[src/rtl/mojo_pkg.sv]
// Shared definitions for the single-step trainer input controller:
// the capture FSM encoding, the default widths and a sizing helper for the
// debounce stability counter.
package mojo_pkg;

   localparam int WORD_W_DEF          = 8;
   localparam int DEBOUNCE_CYCLES_DEF = 16;

   typedef enum logic {
      ST_IDLE    = 1'b0,
      ST_PENDING = 1'b1
   } state_t;

   // The stability counter runs 0 .. cycles-1, so it needs clog2(cycles)
   // bits, never fewer than one.
   function automatic int stab_cnt_width(input int cycles);
      int w;
      w = $clog2(cycles);
      if (w < 1) w = 1;
      return w;
   endfunction

endpackage

[src/rtl/debounce_edge.sv]
// Button and DIP-word front end: 2-flop synchronizers, a stability counter
// that only accepts a button level change after DEBOUNCE_CYCLES consecutive
// differing samples, and a registered one-cycle rising-edge (press) pulse.
module debounce_edge
   import mojo_pkg::*;
#(
   parameter int DEBOUNCE_CYCLES = DEBOUNCE_CYCLES_DEF,
   parameter int WORD_W          = WORD_W_DEF
) (
   input  logic              clk,
   input  logic              rst,
   input  logic              btn_in,
   input  logic [WORD_W-1:0] dip_in,
   output logic              btn_level,
   output logic              press,
   output logic [WORD_W-1:0] dip_sync
);

   localparam int               CNT_W  = stab_cnt_width(DEBOUNCE_CYCLES);
   localparam logic [CNT_W-1:0] CNT_TC = CNT_W'(DEBOUNCE_CYCLES - 1);

   logic              btn_meta;
   logic              btn_sync;
   logic [WORD_W-1:0] dip_meta;
   logic [CNT_W-1:0]  stab_cnt;
   logic              level_d;

   // Two-stage synchronizers for the asynchronous button and switch inputs.
   always_ff @(posedge clk or posedge rst) begin
      if (rst) begin
         btn_meta <= 1'b0;
         btn_sync <= 1'b0;
         dip_meta <= '0;
         dip_sync <= '0;
      end else begin
         btn_meta <= btn_in;
         btn_sync <= btn_meta;
         dip_meta <= dip_in;
         dip_sync <= dip_meta;
      end
   end

   // Count consecutive cycles where the synchronized button disagrees with
   // the accepted level; the terminal count flips the level. Any agreeing
   // sample restarts the count.
   always_ff @(posedge clk or posedge rst) begin
      if (rst) begin
         stab_cnt  <= '0;
         btn_level <= 1'b0;
      end else if (btn_sync == btn_level) begin
         stab_cnt <= '0;
      end else if (stab_cnt == CNT_TC) begin
         stab_cnt  <= '0;
         btn_level <= btn_sync;
      end else begin
         stab_cnt <= stab_cnt + CNT_W'(1);
      end
   end

   // Registered rising-edge detect on the debounced level; releases are ignored.
   always_ff @(posedge clk or posedge rst) begin
      if (rst) begin
         level_d <= 1'b0;
         press   <= 1'b0;
      end else begin
         level_d <= btn_level;
         press   <= btn_level & ~level_d;
      end
   end

endmodule

[src/rtl/step_input_ctrl.sv]
// Single-step input controller: each debounced press of the activate button
// captures the DIP switch word and offers it to the CPU core with a
// valid/ready handshake. Accepted handshakes are counted, and presses that
// arrive while a word is still waiting are dropped and flagged.
//
// state      | meaning
// -----------+-----------------------------------------------------------
// ST_IDLE    | no instruction waiting; instr_valid low, instr_ready ignored
// ST_PENDING | instr_out holds an unconsumed word; instr_valid high
module step_input_ctrl
   import mojo_pkg::*;
#(
   parameter int DEBOUNCE_CYCLES = DEBOUNCE_CYCLES_DEF,
   parameter int WORD_W          = WORD_W_DEF
) (
   input  logic              clk,
   input  logic              rst,
   input  logic              btn_in,
   input  logic [WORD_W-1:0] dip_in,
   output logic [WORD_W-1:0] instr_out,
   output logic              instr_valid,
   input  logic              instr_ready,
   output logic [7:0]        step_count,
   output logic              overrun,
   output logic              btn_level
);

   state_t            state;
   state_t            state_nxt;
   logic [WORD_W-1:0] instr_nxt;
   logic [7:0]        count_nxt;
   logic              overrun_nxt;
   logic              press;
   logic              handshake;
   logic [WORD_W-1:0] dip_sync;

   debounce_edge #(
      .DEBOUNCE_CYCLES (DEBOUNCE_CYCLES),
      .WORD_W          (WORD_W)
   ) u_debounce (
      .clk       (clk),
      .rst       (rst),
      .btn_in    (btn_in),
      .dip_in    (dip_in),
      .btn_level (btn_level),
      .press     (press),
      .dip_sync  (dip_sync)
   );

   assign instr_valid = (state == ST_PENDING);
   assign handshake   = instr_valid & instr_ready;

   // Next-state, capture and counter decisions.
   always_comb begin
      state_nxt   = state;
      instr_nxt   = instr_out;
      count_nxt   = step_count;
      overrun_nxt = overrun;
      if (handshake) begin
         count_nxt = step_count + 8'd1;
      end
      case (state)
         ST_IDLE: begin
            if (press) begin
               instr_nxt = dip_sync;
               state_nxt = ST_PENDING;
            end
         end
         ST_PENDING: begin
            // A press landing on the handshake edge is a clean hand-over,
            // not an overrun: the old word is consumed as the new one loads.
            if (handshake && press) begin
               instr_nxt = dip_sync;
            end else if (handshake) begin
               state_nxt = ST_IDLE;
            end else if (press) begin
               overrun_nxt = 1'b1;
            end
         end
         default: begin
            state_nxt = ST_IDLE;
         end
      endcase
   end

   // State, captured word, handshake counter and sticky overrun flag.
   always_ff @(posedge clk or posedge rst) begin
      if (rst) begin
         state      <= ST_IDLE;
         instr_out  <= '0;
         step_count <= '0;
         overrun    <= 1'b0;
      end else begin
         state      <= state_nxt;
         instr_out  <= instr_nxt;
         step_count <= count_nxt;
         overrun    <= overrun_nxt;
      end
   end

endmodule

[config.mk]
export PLATFORM = sky130hd
export DESIGN_NAME = step_input_ctrl
export DESIGN_NICKNAME = d
export VERILOG_FILES = /design/src/rtl/mojo_pkg.sv /design/src/rtl/debounce_edge.sv /design/src/rtl/step_input_ctrl.sv
export SDC_FILE = /design/constraint.sdc
export NUM_CORES = 1
export LEC_CHECK = 0
export CAP_MARGIN = 5
export CORE_AREA = 2 2 66 84
export CTS_BUF_LIST = sky130_fd_sc_hd__clkbuf_8 sky130_fd_sc_hd__clkbuf_16
export CTS_CLUSTER_SIZE = 14
export DETAILED_ROUTE_END_ITERATION = 6
export DIE_AREA = 0 0 68 86
export SKIP_CTS_REPAIR_TIMING = 1
export SLEW_MARGIN = 20
export SYNTH_ARGS = -nofsm -noshare
export SYNTH_HDL_FRONTEND = slang
export SYNTH_SLANG_ARGS = --single-unit
[constraint.sdc]
create_clock -name clk -period 1.45 [get_ports clk]
set_clock_uncertainty 0.1 [all_clocks]
set_input_delay 0.2175 -clock clk [delete_from_list [all_inputs] [get_ports clk]]
set_output_delay 0.2175 -clock clk [all_outputs]
set_load 0.005 [all_outputs]
---- Word level (Yosys, flattened, before mapping) ----
Index checks and enable logic that the tools add are counted.
W data, S select, Z words.
cells by class
  add/sub/neg operators ................... 2
  mux-type cells .......................... 9
  bitwise logic cells ..................... 7
  reduce and logical (&&, ||, !) cells .... 4
  equality and inequality tests ........... 4
operators with widths
  operator               number
  $mux W8                2
  $pmux W8 S2            1
  $add A8 B1 Y8 const B  1
  $mux W4                2
  $not A1 Y1             5
  $add A4 B1 Y4 const B  1
  $eq A4 B4 Y1 const B   1
  $ne A2 B1 Y1 const B   2
  $reduce_and A2 Y1      2
  $reduce_and A4 Y1      1
  $mux W1                3
  $and A1 B1 Y1          2
  $pmux W1 S2            1
  $eq A1 B1 Y1           1
  $logic_and A1 B1 Y1    1
storage, ports and cells
  bits of input ports ..................... 12
  flip-flop bits (word level) ............. 43

---- Depth between registers and ports, before layout ----
Gate-level depths: netlist of the first run.
  word-level depth ........................ 4
  gate-level depth with buffers ........... 4
  depth with buffers taken out ............ 4

---- Modules after synthesis ----
From an unflattened synthesis of the first run, not the netlist that was laid out.
second synthesis, totals
  cells, all modules ...................... 91
  area total of the unflattened synthesis .. 1465.2 um^2
modules (own cells, without submodules)
  module           times used  area an instance (um^2)  sequential area each (um^2)  cells an instance
  step_input_ctrl  1           734.5                    450.4                        53
  debounce_edge    1           730.7                    625.6                        38

---- Worst setup path after synthesis of the first run ----
No wires, ideal clock.
  path kind ............................... register -> register
  start ................................... register u_debounce.stab_cnt[0]
  end ..................................... register u_debounce.btn_level
  path buffers ............................ 0
  arrival time ............................ 1.020 ns
  data required time ...................... 1.225 ns
  cell stages (with the launch flop) ...... 4
  path slack .............................. 0.206 ns
  clock period less this slack ............ 1.244 ns
  path through ............................ dfrtp_1 -> ha_1 -> nand3_1 -> mux2_2
on the way
  cells in the longest elaborated chain, start to end .. 2
RTL lines
  item                                line                 source
  start: declaration                  debounce_edge.sv:25  logic [CNT_W-1:0] stab_cnt;
  start signal: assignment            debounce_edge.sv:56  stab_cnt <= stab_cnt + CNT_W'(1);
  $eq A4 B4 Y1                        debounce_edge.sv:52  end else if (stab_cnt == CNT_TC) begin
  $reduce_and A2 Y1 (no source line)  n/a
  end signal: assignment              debounce_edge.sv:54  btn_level <= btn_sync;
  end: declaration                    debounce_edge.sv:14  output logic btn_level,
Every way passes these cells.
A chain may end at the register's enable or synchronous reset.

---- Worst setup path in the final report of the first run ----
Same ends and word-level chain as after synthesis.

==> results of run 1 <==
-- metrics by stage --
| stage | area (um^2) | util, % | TNS [ns] | hold slack, ns |
|---|---|---|---|---|
| global route | 2110 | 42.2 | 0 | 0.181 |
| detailed placement | 1870 | 37.3 | -0.808 | 0.235 |
| CTS | 1980 | 39.5 | -1.44 | 0.166 |
| global placement | 1870 | 37.3 | -0.832 | 0.233 |
| floorplan | 1460 | - | 0 | 0.149 |
| finish | 2110 | 42.2 | 0 | 0.167 |
-- cell usage in the layout (no fill, tap or decap), types with 5 or more instances in the layout --
cell type / n
dfrtp_1: 41
dlymetal6s2s_1: 19
buf_4: 12
clkdlybuf4s50_1: 11
mux2_2: 10
xnor2_1: 7
nand2_1: 6
clkbuf_8: 5
-- flip-flops by register name, summed over array words and instances, names as in the netlist --
| register | flops |
|---|---|
| u_debounce.level_d | 1 |
| instr_out | 8 |
| step_count | 8 |
| u_debounce.press | 1 |
| overrun | 1 |
| u_debounce.stab_cnt | 4 |
| u_debounce.dip_sync | 8 |
| u_debounce.btn_level | 1 |
| instr_valid | 1 |
| u_debounce.dip_meta | 8 |
| u_debounce.btn_meta | 1 |
| u_debounce.btn_sync | 1 |
-- cells by family (layout without fill, tap and decap cells) --
| logic type | after synthesis | after routing |
|---|---|---|
| compound gates | 5 | 5 |
| flops | 43 | 43 |
| buf+inv | 3 | 54 |
| mux | 10 | 10 |
| xor+xnor | 9 | 9 |
| simple gates | 19 | 19 |
| fa+ha+maj | 2 | 2 |
-- final cells by class --
type,instances,area share [%]
Inverter,3,0.533
Sequential cell,43,51.1
Tap cell,62,3.67
Clock inverter,3,2.07
Timing Repair Buffer,43,21.7
Multi-Input combinational cell,45,17.7
Clock buffer,5,3.26
-- worst max-delay path by stage --
| stage | start | end | slack [ns] | cells past startpoint |
|---|---|---|---|---|
| finish | u_debounce.stab_cnt[0] | u_debounce.btn_level | 0.13 | 3 |
| global route | u_debounce.stab_cnt[0] | u_debounce.btn_level | 0.08 | 3 |
| CTS | instr_valid | instr_valid | -0.17 | 1 |
| detailed placement | instr_ready | instr_out[6] | -0.11 | 4 |
| global placement | instr_ready | instr_out[3] | -0.10 | 4 |
| floorplan | rst | instr_out[0] | 0.13 | 1 |
-- layer usage --
layer	wire length, um	vias up	share of wire (%)
met1	1030	439	41
li1	-	402	-
met5	0	-	0
met4	38	0	1.5
met3	168	4	6.6
met2	1290	26	51
-- critical path, delay by kind of cell, from the launching register on --
family                     cells  cell delay [ns]
and+or+nand+nor                1             0.09
DFF                            1             0.42
adders and majority gates      1             0.27
muxes                          1             0.33
-- power by group through the flow --
stage,clock [W],combinational (W),sequential [W]
3_3_place_gp,0,0.000118,0.00129
3_5_place_dp,0,0.000123,0.00130
2_1_floorplan,0,0.0000476,0.00129
5_1_grt,0.00100,0.000141,0.00127
4_1_cts,0.000947,0.000124,0.00127
6_report,0.000908,0.000126,0.00127
==> metrics.cfg, run 1 <==
[synthesis]
ys_top_cells_by_count = dfrtp_1 (43), mux2_2 (10), xnor2_1 (7), nand2_1 (6), inv_1 (3)
synth_top_cell_area_share_pct = 73.6
synth_top_family_by_area = simple AND/OR/NAND/NOR gates
async_flop_share_pct = 100
syn_area_um2 = 1460
ys_types = 21
ys_ff_latch = 43
synth_flop_cell = dfrtp_1
netlist.top_cell.by_area = dfrtp_1
synth_most_common_cell = dfrtp_1
synth_nets = 105
synth.area.top_cells = dfrtp_1 (74%), mux2_2 (7.7%), xnor2_1 (4.2%), ha_1 (1.7%), nand2_1 (1.5%)
synth_mux_area_share_pct = 7.71
ys_seq_area_share_pct = 73.6
synth-edff-count = 0
synthesis.instances = 91
synthAdderAreaFrac_pct = 1.71
syn_area_per_cell_um2 = 16.1
synth_xor_area_share_pct = 5.39
synth-simple-area-share_pct = 8.65
synth_compound_area_share_pct = 2.14
ys_warn_count = 0

[grt]
grt.overflow.total = 0
first_global_vias = 889
antenna_found_initial = 0
grt_max_degree = 44
busiest_layer = met2
grtUsageMet1_pct = 11.0
grt_pass1_wl_um = 4160
grtUsageMet3_pct = 4.46
track_usage_pct = 9.66
grtUsageMet2_pct = 15.0

[pwr]
power.density_nw_per_um2 = 1090
p_sw_share_pct = 20.6
pwr-share-clk_pct = 39.4
combPwrFrac_pct = 5.5
intPower_w = 0.00183
vdd_drop_max_uv = 522
seqPwrFrac_pct = 55.1
p_switching_w = 0.000474
p_total_w = 0.00230
p_leak_nw = 1.30

[setup_path]
worstPathMaxFanout = 4
worstPathCellList = ha_1, nand3_1, mux2_2
reg2reg_to = u_debounce.btn_level
worst_setup_path_end_kind = flip-flop
cp.arrival_ns = 1.40
rr_worst_depth = 3
rrSetupSlack_ns = 0.13
worstPathRequired_ns = 1.53
critPathLaunchType = flip-flop
worstSetupPathType = flip-flop to flip-flop
r2r_start = u_debounce.stab_cnt[0]
cp_slowest_cell = dfrtp_1
critPathMaxStageDelay_ns = 0.42

[floorplanning]
die_w_um = 68
rows = 29
start_util_pct = 29.2
core_um2 = 5010
fp.dieH_um = 86
die_area_um2 = 5850
io_pins = 31

[clocking]
clk-insertion-delay-late_ns = 0.29
cts_tree = done
cts_buffers = 5
cts.clk_slew.worst_paths_ns = 0.08
cts_buffer_depth = 2
htreeDepth = 2
clock_sinks = 43
cts_root_buffer = clkbuf_8

[final_layout]
num-fill-cells = 461
antenna_cells = 0
area_growth_pct = 44.5
nets = 155
multiInputGateArea_um2 = 374
seq_area_um2 = 1080
drive_above_1_share_pct = 26.8
fin_cells = 204

[timing]
min_period_over_period_pct = 91.0
clock.fmax_mhz = 758
slew_headroom_pct = 79.0
tightest_slew_ns = 0.313
setup_violations = 0
rsz0062_at_grt = no
maxSlewViolCount = 0
hold_violations = 0
setup_ws_ns = 0.130
final.min_clock_period_ns = 1.32

[placement]
placed_cells = 185
gp_congestion = 0.700
post-place-ws_ns = -0.108
portBuffers = 30
dp_hpwl_um = 1680

[hold_path]
hold_path.class = primary input to async pin

[drt]
dr.pass1.iters = 4
wl_um = 2530
ant_nets = 0
via_per_inst = 4.27
wl_per_cell_um = 12.4
vias = 871
drt_iter0_markers = 33
route.detailed.drc = 0

[run_status]
status = finished, final reports clean

[job]
cap_violations = 0

Power figures use the tool's default switching activity.
==> run 2: changes to the inputs <==
- CORE_AREA: 2 2 66 84 -> 2 2 94 60
- DIE_AREA: 0 0 68 86 -> 0 0 96 62
- REMOVE_ABC_BUFFERS: not set -> 1
==> run 2 against run 1 <==
Cell count rose by 2.9%. Worst hold slack lost 0.0062 ns. Wire length up 3.2%. First-iteration DRC count fell by 27%.
==> metrics.cfg, run 2 (synthesis gave the netlist of run 1 again) <==
[run_status]
status = finished, final reports clean

[pwr]
p_leak_nw = 1.28  ; -1.1%
power.density_nw_per_um2 = 1030  ; -5.8%
vdd_drop_max_uv = 489  ; -6.4%

[placement]
portBuffers = 30  ; unchanged
placed_cells = 194  ; +4.9%
dp_hpwl_um = 1810  ; +8.0%
gp_congestion = 0.631  ; -9.9%

[drt]
vias = 866  ; -0.57%
drt_iter0_markers = 24  ; -27%
wl_per_cell_um = 12.4  ; +0.21%
route.detailed.drc = 0  ; unchanged
wl_um = 2610  ; +3.2%
via_per_inst = 4.12  ; -3.4%
ant_nets = 0  ; unchanged
dr.pass1.iters = 4  ; unchanged

[timing]
rsz0062_at_grt = no
final.min_clock_period_ns = 1.38  ; +0.0559 ns
slew_headroom_pct = 78.0  ; -0.97 points
min_period_over_period_pct = 94.9  ; +3.9 points
setup_tns_ns = 0  ; unchanged
clock.fmax_mhz = 727  ; -4.1%
hold_violations = 0  ; unchanged
tightest_slew_ns = 0.327  ; +0.0145 ns
setup_violations = 0  ; unchanged
maxSlewViolCount = 0  ; unchanged

[grt]
grt_max_degree = 44  ; unchanged
grt.overflow.total = 0  ; unchanged
first_global_vias = 883  ; -0.67%
grt_pass1_wl_um = 4130  ; -0.65%
antenna_found_initial = 0  ; unchanged
track_usage_pct = 9.78  ; +0.12 points

[clocking]
cts_root_buffer = clkbuf_8
htreeDepth = 2  ; unchanged
cts_tree = done
cts_buffers = 5  ; unchanged
cts_buffer_depth = 2  ; unchanged
clk-insertion-delay-late_ns = 0.29  ; about the same
cts.clk_slew.worst_paths_ns = 0.08  ; about the same
clock_sinks = 43  ; unchanged

[final_layout]
layout_commonest_cell = dfrtp_1
nets = 155  ; unchanged
utilization_pct = 40.1  ; -2.1 points
final_cell_mix = dfrtp_1 (41), dlymetal6s2s_1 (19), buf_4 (12)
drive_above_1_share_pct = 26.2  ; -0.52 points
num-fill-cells = 469  ; +1.7%
antenna_cells = 0  ; unchanged
fin_cells = 210  ; +2.9%
area_growth_pct = 43.4

[hold_path]
hold_path.class = primary input to async pin

[job]
cap_violations = 0  ; unchanged

[setup_path]
worstSetupPathType = flip-flop to flip-flop
startpoint = u_debounce.stab_cnt[0]
critPathLaunchType = flip-flop
cp_slowest_cell = dfrtp_1
r2r_start = u_debounce.stab_cnt[0]
worstPathRequired_ns = 1.53  ; about the same
worstPathMaxFanout = 4  ; unchanged
worst_setup_path_end_kind = flip-flop
cp_num_buf_inv = 0  ; unchanged
worstPathCellList = ha_1, nand3_1, mux2_2
cp.arrival_ns = 1.45  ; +0.05 ns
critPathMaxStageDelay_ns = 0.42  ; about the same
timing.critical_path.max_delay_family = flip-flops

[floorplanning]
io_pins = 31  ; unchanged
die_w_um = 96  ; +41%
core_um2 = 5230  ; +4.4%
die_area_um2 = 5950  ; +1.8%
fp.dieH_um = 62  ; -28%
rows = 21  ; -28%
start_util_pct = 27.9  ; -1.2 points

==> run 2: changes by cell type in the layout (fill, tap and decap cells not counted), sizes merged <==
cell / previous run / this run
bufinv: 1 / 0
clkinv: 3 / 2
clkbuf: 5 / 6
==> run 2: path summary, 6_finish.rpt <==
check | endpoint | slack, ns | cells past startpoint
max | u_debounce.btn_level | 0.07 | 3
min | u_debounce.btn_sync | 0.16 | 3
max reg2reg | u_debounce.btn_level | 0.07 | 3
min reg2reg | u_debounce.dip_sync[1] | 0.25 | 0
max in group asynchronous | u_debounce.btn_level | 0.89 | 3
min in group clk | u_debounce.dip_sync[1] | 0.25 | 0
==> run 2: where the power goes <==
part / switching, W / leakage [nW] / internal (W) / total, W
Combinational: 0.0000529 / 0.688 / 0.0000821 / 0.000135
Sequential: 0.0000252 / 0.550 / 0.00124 / 0.00127
Clock: 0.000376 / 0.0470 / 0.000373 / 0.000750
Total: 0.000455 / 1.28 / 0.00170 / 0.00215
==> run 2: metal layers <==
layer  GRT usage (%)  wire length, um  vias up
li1                -                -      400
met1            12.4             1160      439
met2            13.3             1230       22
met3            5.67              164        5
met4            4.90               55        0
met5               0                0        -
==> run 2: worst register-to-register path: cells and delay by family (launching register included) <==
| family | cells | cell delay [ns] |
|---|---|---|
| fa+ha+maj | 1 | 0.27 |
| simple gates | 1 | 0.13 |
| flops | 1 | 0.42 |
| mux | 1 | 0.35 |
==> run 2: per-stage QoR <==
stage	hold slack [ns]	area [um^2]	setup slack, ns	power [W]
global placement	0.236	1890	-0.0763	0.00141
CTS	0.166	1980	-0.165	0.00218
global route	0.188	2100	0.0128	0.00226
finish	0.160	2100	0.0742	0.00215
detailed placement	0.235	1890	-0.104	0.00142
floorplan	0.149	1460	0.130	0.00134
==> run 2: cell type report <==
type	instances	area, um^2	share of cell area (%)
Tap cell	69	86.3	4.12
Timing Repair Buffer	43	458	21.9
Clock inverter	1	5.00	0.239
Multi-Input combinational cell	45	374	17.9
Sequential cell	43	1080	51.5
Inverter	3	11.3	0.537
Clock buffer	6	82.6	3.94
